### src/rtl/rgb_breathe_pwm.sv
// Three-channel LED breathing PWM: fade up, hold, fade down, hold dark, rotate channel.
// Optional RGB_BREATHE_GAMMA_EN applies a truncated square-law duty curve.
module rgb_breathe_pwm #(
  parameter int PRESCALE     = 188,
  parameter int PWM_BITS     = 8,
  parameter int STEP_DIV     = 4,
  parameter int HOLD_PERIODS = 64
) (
  input  logic       clock,
  input  logic       reset,
  input  logic       io_enable,
  output logic       io_pwm0,
  output logic       io_pwm1,
  output logic       io_pwm2,
  output logic [1:0] io_channel,
  output logic [1:0] io_phase
);
  localparam int PRE_W  = (PRESCALE > 1)     ? $clog2(PRESCALE)     : 1;
  localparam int STEP_W = (STEP_DIV > 1)     ? $clog2(STEP_DIV)     : 1;
  localparam int HOLD_W = (HOLD_PERIODS > 1) ? $clog2(HOLD_PERIODS) : 1;
  localparam logic [PWM_BITS-1:0] DUTY_MAX = '1;
  localparam logic [PWM_BITS-1:0] DUTY_TOP = DUTY_MAX - PWM_BITS'(1);

  typedef enum logic [1:0] {S_UP, S_HOLD_HI, S_DOWN, S_HOLD_LO} state_t;

  state_t              r_state, w_state_nxt;
  logic [PRE_W-1:0]    r_pre_cnt;
  logic [PWM_BITS-1:0] r_pwm_cnt, r_duty, w_duty_eff;
  logic [STEP_W-1:0]   r_step_cnt;
  logic [HOLD_W-1:0]   r_hold_cnt;
  logic [1:0]          r_channel;
  logic [2:0]          r_pwm, w_pwm_nxt;
  logic                w_tick, w_period_end, w_step_last, w_hold_last;

  assign w_tick       = io_enable && (r_pre_cnt == PRE_W'(PRESCALE - 1));
  assign w_period_end = w_tick && (r_pwm_cnt == DUTY_MAX);
  assign w_step_last  = (r_step_cnt == STEP_W'(STEP_DIV - 1));
  assign w_hold_last  = (r_hold_cnt == HOLD_W'(HOLD_PERIODS - 1));

`ifdef RGB_BREATHE_GAMMA_EN
  logic [2*PWM_BITS-1:0] w_duty_sq;
  assign w_duty_sq  = {{PWM_BITS{1'b0}}, r_duty} * {{PWM_BITS{1'b0}}, r_duty};
  assign w_duty_eff = w_duty_sq[2*PWM_BITS-1:PWM_BITS];
`else
  assign w_duty_eff = r_duty;
`endif

  // FSM: state register
  always_ff @(posedge clock) begin
    if (reset) r_state <= S_UP;
    else       r_state <= w_state_nxt;
  end

  // FSM: next state, only ever moves on a PWM period boundary
  always_comb begin
    w_state_nxt = r_state;
    if (w_period_end) begin
      case (r_state)
        S_UP:      if (w_step_last && r_duty == DUTY_TOP)      w_state_nxt = S_HOLD_HI;
        S_HOLD_HI: if (w_hold_last)                            w_state_nxt = S_DOWN;
        S_DOWN:    if (w_step_last && r_duty == PWM_BITS'(1))  w_state_nxt = S_HOLD_LO;
        S_HOLD_LO: if (w_hold_last)                            w_state_nxt = S_UP;
        default:                                               w_state_nxt = S_UP;
      endcase
    end
  end

  // FSM: output decode, only the active channel sees the compare
  always_comb begin
    w_pwm_nxt = 3'b000;
    case (r_channel)
      2'd0:    w_pwm_nxt[0] = (r_pwm_cnt < w_duty_eff);
      2'd1:    w_pwm_nxt[1] = (r_pwm_cnt < w_duty_eff);
      2'd2:    w_pwm_nxt[2] = (r_pwm_cnt < w_duty_eff);
      default: w_pwm_nxt    = 3'b000;
    endcase
  end

  always_ff @(posedge clock) begin
    if (reset) begin
      r_pre_cnt  <= '0;
      r_pwm_cnt  <= '0;
      r_duty     <= '0;
      r_step_cnt <= '0;
      r_hold_cnt <= '0;
      r_channel  <= 2'd0;
      r_pwm      <= 3'b000;
    end else if (io_enable) begin
      r_pre_cnt <= w_tick ? '0 : r_pre_cnt + PRE_W'(1);
      r_pwm     <= w_pwm_nxt;
      if (w_tick) r_pwm_cnt <= r_pwm_cnt + PWM_BITS'(1);
      if (w_period_end) begin
        case (r_state)
          S_UP, S_DOWN: begin
            if (w_step_last) begin
              r_step_cnt <= '0;
              r_duty     <= (r_state == S_UP) ? r_duty + PWM_BITS'(1) : r_duty - PWM_BITS'(1);
            end else begin
              r_step_cnt <= r_step_cnt + STEP_W'(1);
            end
          end
          default: begin
            if (w_hold_last) begin
              r_hold_cnt <= '0;
              // duty is already 0 here, so the new channel starts dark
              if (r_state == S_HOLD_LO) r_channel <= (r_channel == 2'd2) ? 2'd0 : r_channel + 2'd1;
            end else begin
              r_hold_cnt <= r_hold_cnt + HOLD_W'(1);
            end
          end
        endcase
      end
    end else begin
      r_pwm <= 3'b000;
    end
  end

  assign io_pwm0    = r_pwm[0];
  assign io_pwm1    = r_pwm[1];
  assign io_pwm2    = r_pwm[2];
  assign io_channel = r_channel;
  assign io_phase   = r_state;
endmodule

### config.mk
export PLATFORM = sky130hd
export DESIGN_NAME = rgb_breathe_pwm
export DESIGN_NICKNAME = d
export VERILOG_FILES = /design/src/rtl/rgb_breathe_pwm.sv
export SDC_FILE = /design/constraint.sdc
export NUM_CORES = 1
export LEC_CHECK = 0
export CAP_MARGIN = 20
export CORE_MARGIN = 5
export CORE_UTILIZATION = 40
export DETAILED_ROUTE_END_ITERATION = 7
export GPL_TIMING_DRIVEN = 0
export SLEW_MARGIN = 20
export SYNTH_ARGS = -nofsm -noshare
export SYNTH_HDL_FRONTEND = slang
export SYNTH_SLANG_ARGS = --single-unit
### constraint.sdc
create_clock -name clock -period 2.87 [get_ports clock]
set_input_delay 0.861 -clock clock [delete_from_list [all_inputs] [get_ports clock]]
set_output_delay 0.861 -clock clock [all_outputs]
set_load 0.01 [all_outputs]
-- Word-level counts from Yosys, hierarchy flattened
Cells that the tools add are included.
- bits of input ports: 3
- memories: 0
- ROM bits: 0
- register bits after elaboration: 39
- word-level logic and storage cells: 64
- latch bits: 0
- RAM bits: 0
- bitwise gates (word level): 5
- reduce and logical (&&, ||, !) cells: 16
- div/mod/pow operators: 0
- shift-type cells: 0
- multiply operators: 0
- add/subtract/negate cells: 7
- muxes and demuxes: 10
- equal/unequal tests: 15
- magnitude comparators: 1
- operators with widths (kind ; number):
    $add 8x1->8 const B ; 3
    $eq 8x8->1 const B ; 3
    $mux 8 ; 2
    $mux 2 ; 6
    $reduce_and 5->1 ; 2
    $reduce_or 3->1 ; 3
    $eq 2x2->1 const B ; 4
    $eq 8x1->1 const B ; 1
    $lt 8x8->1 ; 1
    $ne 2x2->1 const B ; 4
    $pmux 2 s4 ; 1
    $sub 8x1->8 const B ; 1
    $add 6x1->6 const B ; 1
    $eq 6x6->1 const B ; 1
    $mux 6 ; 1
    $reduce_and 3->1 ; 2
    $not 1->1 ; 5
    $add 2x1->2 const B ; 2
    $eq 2x1->1 const B ; 2
    $logic_and 1x1->1 ; 4
    $logic_not 2->1 ; 2
    $reduce_and 4->1 ; 1
    $reduce_and 2->1 ; 1
    $reduce_or 2->1 ; 1

-- Longest topological paths before layout
Gate-level depths: netlist of run 1.
- depth in word-level cells: 4
- mapped depth: 7
- gate-level depth less buffers: 6

-- Worst setup path after synthesis of run 1
No wires, ideal clock.
- path kind: in2reg
- start point: in io_enable
- end point: reg r_state[0] (netlist: io_phase[0])
- setup slack: 691 ps
- buffers on the path: 2
- setup time: 121 ps
- arrival: 2057 ps
- stages: 6
- cells stage by stage: and4b_1 buf_6 nand4_4 buf_6 a2111oi_4 mux2_4
- word-level cells in the longest chain between the ends: 3
- RTL lines (element ; RTL line ; source):
    from (decl) ; 11 ; input logic io_enable,
    $logic_and 1x1->1 ; 35 ; assign w_tick = io_enable && (r_pre_cnt == PRE_W'(PRESCALE - 1));
    $logic_and 1x1->1 ; 36 ; assign w_period_end = w_tick && (r_pwm_cnt == DUTY_MAX);
    $reduce_and 5->1 (no source line) ; -- ;
    to (signal assigned) ; 51 ; else r_state <= w_state_nxt;
    to (decl) ; 26 ; state_t r_state, w_state_nxt;
No other way between the ends.
A chain may end at the register's enable or synchronous reset.

-- Worst setup path in the final report of run 1
Ends and elaborated chain as after synthesis.

==> results of run 1 <==
-- logic make-up (layout without fill, tap and decap cells) --
logic type               count (synthesis)  count (layout)  synth area share, %
flip-flops                              39              39                33.05
AO/OA/AOI/OAI                           51              51                13.93
XOR/XNOR                                10              10                3.707
buffers and inverters                   30              46                6.250
AND/OR/NAND/NOR                        118             118                27.75
adder cells (fa/ha/maj)                 19              19                10.06
multiplexers                            11              11                5.244
-- stage by stage --
step	cell area [um2]	total power, uW	instances	setup slack (ns)	setup TNS, ns
floorplan	2362	577.6	278	0.6913	0
global placement	2536	587.3	361	-0.02745	-0.02745
detailed placement	2536	587.9	361	-0.03025	-0.03025
CTS	2654	1071	369	0.2830	0
global route	2654	1102	369	0.2022	0
finish	2654	1057	369	0.2944	0
-- state kept, by name, summed over array words and instances (netlist names) --
register    flops
r_pwm           3
r_step_cnt      2
io_phase        2
r_pwm_cnt       8
r_hold_cnt      6
r_pre_cnt       8
io_channel      2
r_duty          8
-- critical path, delay by kind of cell --
kind	cells	cell delay (ns)
AOI/OAI and AO/OA	1	0.35
buffers and inverters	3	0.88
muxes	1	0.33
and+or+nand+nor	2	0.33
-- cell type report --
cell class	instances	area, um2
Inverter	16	60.06
Multi-Input combinational cell	209	1434
Sequential cell	39	780.7
Tap cell	75	93.84
Fill cell	602	3162
Clock inverter	2	35.03
Timing Repair Buffer	8	80.08
Clock buffer	6	82.58
Buffer	14	87.58
-- worst paths after layout --
check | endpoint | slack [ns] | cells past startpoint
max reg2reg | io_channel[0] | 0.63 | 7
max | io_phase[0] | 0.29 | 7
min reg2reg | r_step_cnt[1] | 0.48 | 2
min | r_step_cnt[1] | 0.48 | 2
-- per-layer routing --
layer	vias to the layer above	track usage [%]
li1	1031	-
met3	5	2.933
met4	0	4.533
met2	27	23.46
met1	935	19.73
met5	-	0
-- placed cells by master (no fill, tap or decap), types with 3 or more instances in the layout --
| cell type | instances |
|---|---|
| nand2b_1 | 5 |
| nand3_1 | 12 |
| xor2_1 | 5 |
| o21ai_0 | 10 |
| and3_1 | 5 |
| nand4b_1 | 5 |
| a211oi_1 | 6 |
| clkbuf_8 | 6 |
| nor4_1 | 5 |
| nor3_1 | 9 |
| nand2_1 | 14 |
| mux2_2 | 7 |
| and2_1 | 3 |
| nand4_1 | 9 |
| clkbuf_1 | 7 |
| xnor2_1 | 5 |
| ha_1 | 19 |
| clkdlybuf4s50_1 | 8 |
| buf_6 | 4 |
| dfxtp_1 | 39 |
| and4_1 | 4 |
| or3_1 | 3 |
| mux2i_1 | 3 |
| inv_1 | 16 |
| or4_1 | 3 |
| a21oi_1 | 23 |
| nor2_1 | 32 |
-- report_power, final --
part | total, uW | switching (uW) | internal (uW)
combinational | 29.1 | 19.9 | 9.27
sequential | 546 | 2.68 | 543
clock | 482 | 200 | 282
total | 1060 | 223 | 834
==> results.ini, run 1 <==
[status]
outcome=finished, final reports clean

[sta]
finalMaxSlewViolations=0
finalCritPeriodShare_pct=89.74
final-setup-viol-count=0
hold_viol=0
worst_slew_pin_slew_ns=0.6993
slew-limit-headroom_pct=52.79
rsz0062_at_grt=no
finalCriticalPeriod_ns=2.576
whs_ns=0.4780
fmax_mhz=388.3
fin_skew_ns=0.004942

[min_path]
hold_path.class=flop to flop
hold_start=r_step_cnt[1]

[final_layout]
syn2layout_area_growth_pct=12.34
antenna_cells=0
fin_nets=315
final_util_pct=45.63
drive_above_1_share_pct=9.864

[pwr]
p_per_area_nw_per_um2=398.2
p_leak_uw=0.0009463
max-vdd-ir-drop_mv=0.3280

[place]
routabilityCongestion=0.7836
hpwl_um=3801
portBuffers=8

[floorplan]
die_area_um2=7543
start_util_pct=40.62
fp-row-count=28
core_area_um2=5816
ios=10
die_h_um=86.85
die_w_um=86.85

[clocking]
hold_buffers=0
clkSlewWorstSetupHoldPaths_ns=0.08
clockBufferDepth=2
ctsResizeCount=0
clock_sinks=39
cts_root_buffer=clkbuf_8
htree_levels=2
cts_setup_buffers=0
cts_buffers=5
clk_latency_ns=0.29
cts_tree=done

[setup_path]
criticalPathCategory=input pin to flop
cp_common_cell=buf_6
cp_slowest_cell=clkdlybuf4s50_1
end_kind=flop
startpoint_type=input pin
path_cells=clkdlybuf4s50_1, and4b_1, buf_6, nand4_4, buf_6, a2111oi_4, mux2_4
cp.required_ns=3.06
crit_start=io_enable
arrival_ns=2.76
regToRegStartpoint=io_phase[0]
max_stage_delay_ns=0.58
cp_max_fo=10

[logic_synthesis]
yosysTopAreaCell=dfxtp_1
synth_top_flop_cell=dfxtp_1
ys_seq_area_share_pct=33.05
ys_async_sr_fraction_pct=0
synth-seq-cells=39
synth.avg_cell_area_um2=8.497
synth_most_common_cell=dfxtp_1
synth_nets=300
synth_area_um2=2362
synth_cells=278
netlist_top_cells_count=dfxtp_1, nor2_1, a21oi_1
synth_edf_count=0
synth_cell_types=48
yosysTopAreaCellShare_pct=33.05
synth.area.top_cells=dfxtp_1, ha_1, nor2_1, a21oi_1, mux2_2
yosysWarnings=0

[detailed_routing]
wl_um=5119
avgRoutedWirePerCell_um=13.87
ant_nets=0
via_per_inst=5.415
drtIter0Drc=87
highest_layer=met4
wirelength_met1_um=2519
routed-wl-met2_um=2388
wl_met3_um=151
drc=0
dr.pass1.iters=4
num_vias=1998

[global_route]
overflow=0
grt_pass1_vias=1879
grt_usage_pct=14.63
antenna_found_initial=0
grt_pass1_wl_um=8818
grt_max_degree=13

[run]
max_cap_viol_count=0

Note: power is estimated with default switching activity, not from simulation.
==> run 2, diff against run 1 <==
Settings changed: ABC_CLOCK_PERIOD_IN_PS from default to 2870.
==> results of run 2 <==
Same layout as run 1: the final DEF is identical, and so are final timing and power.
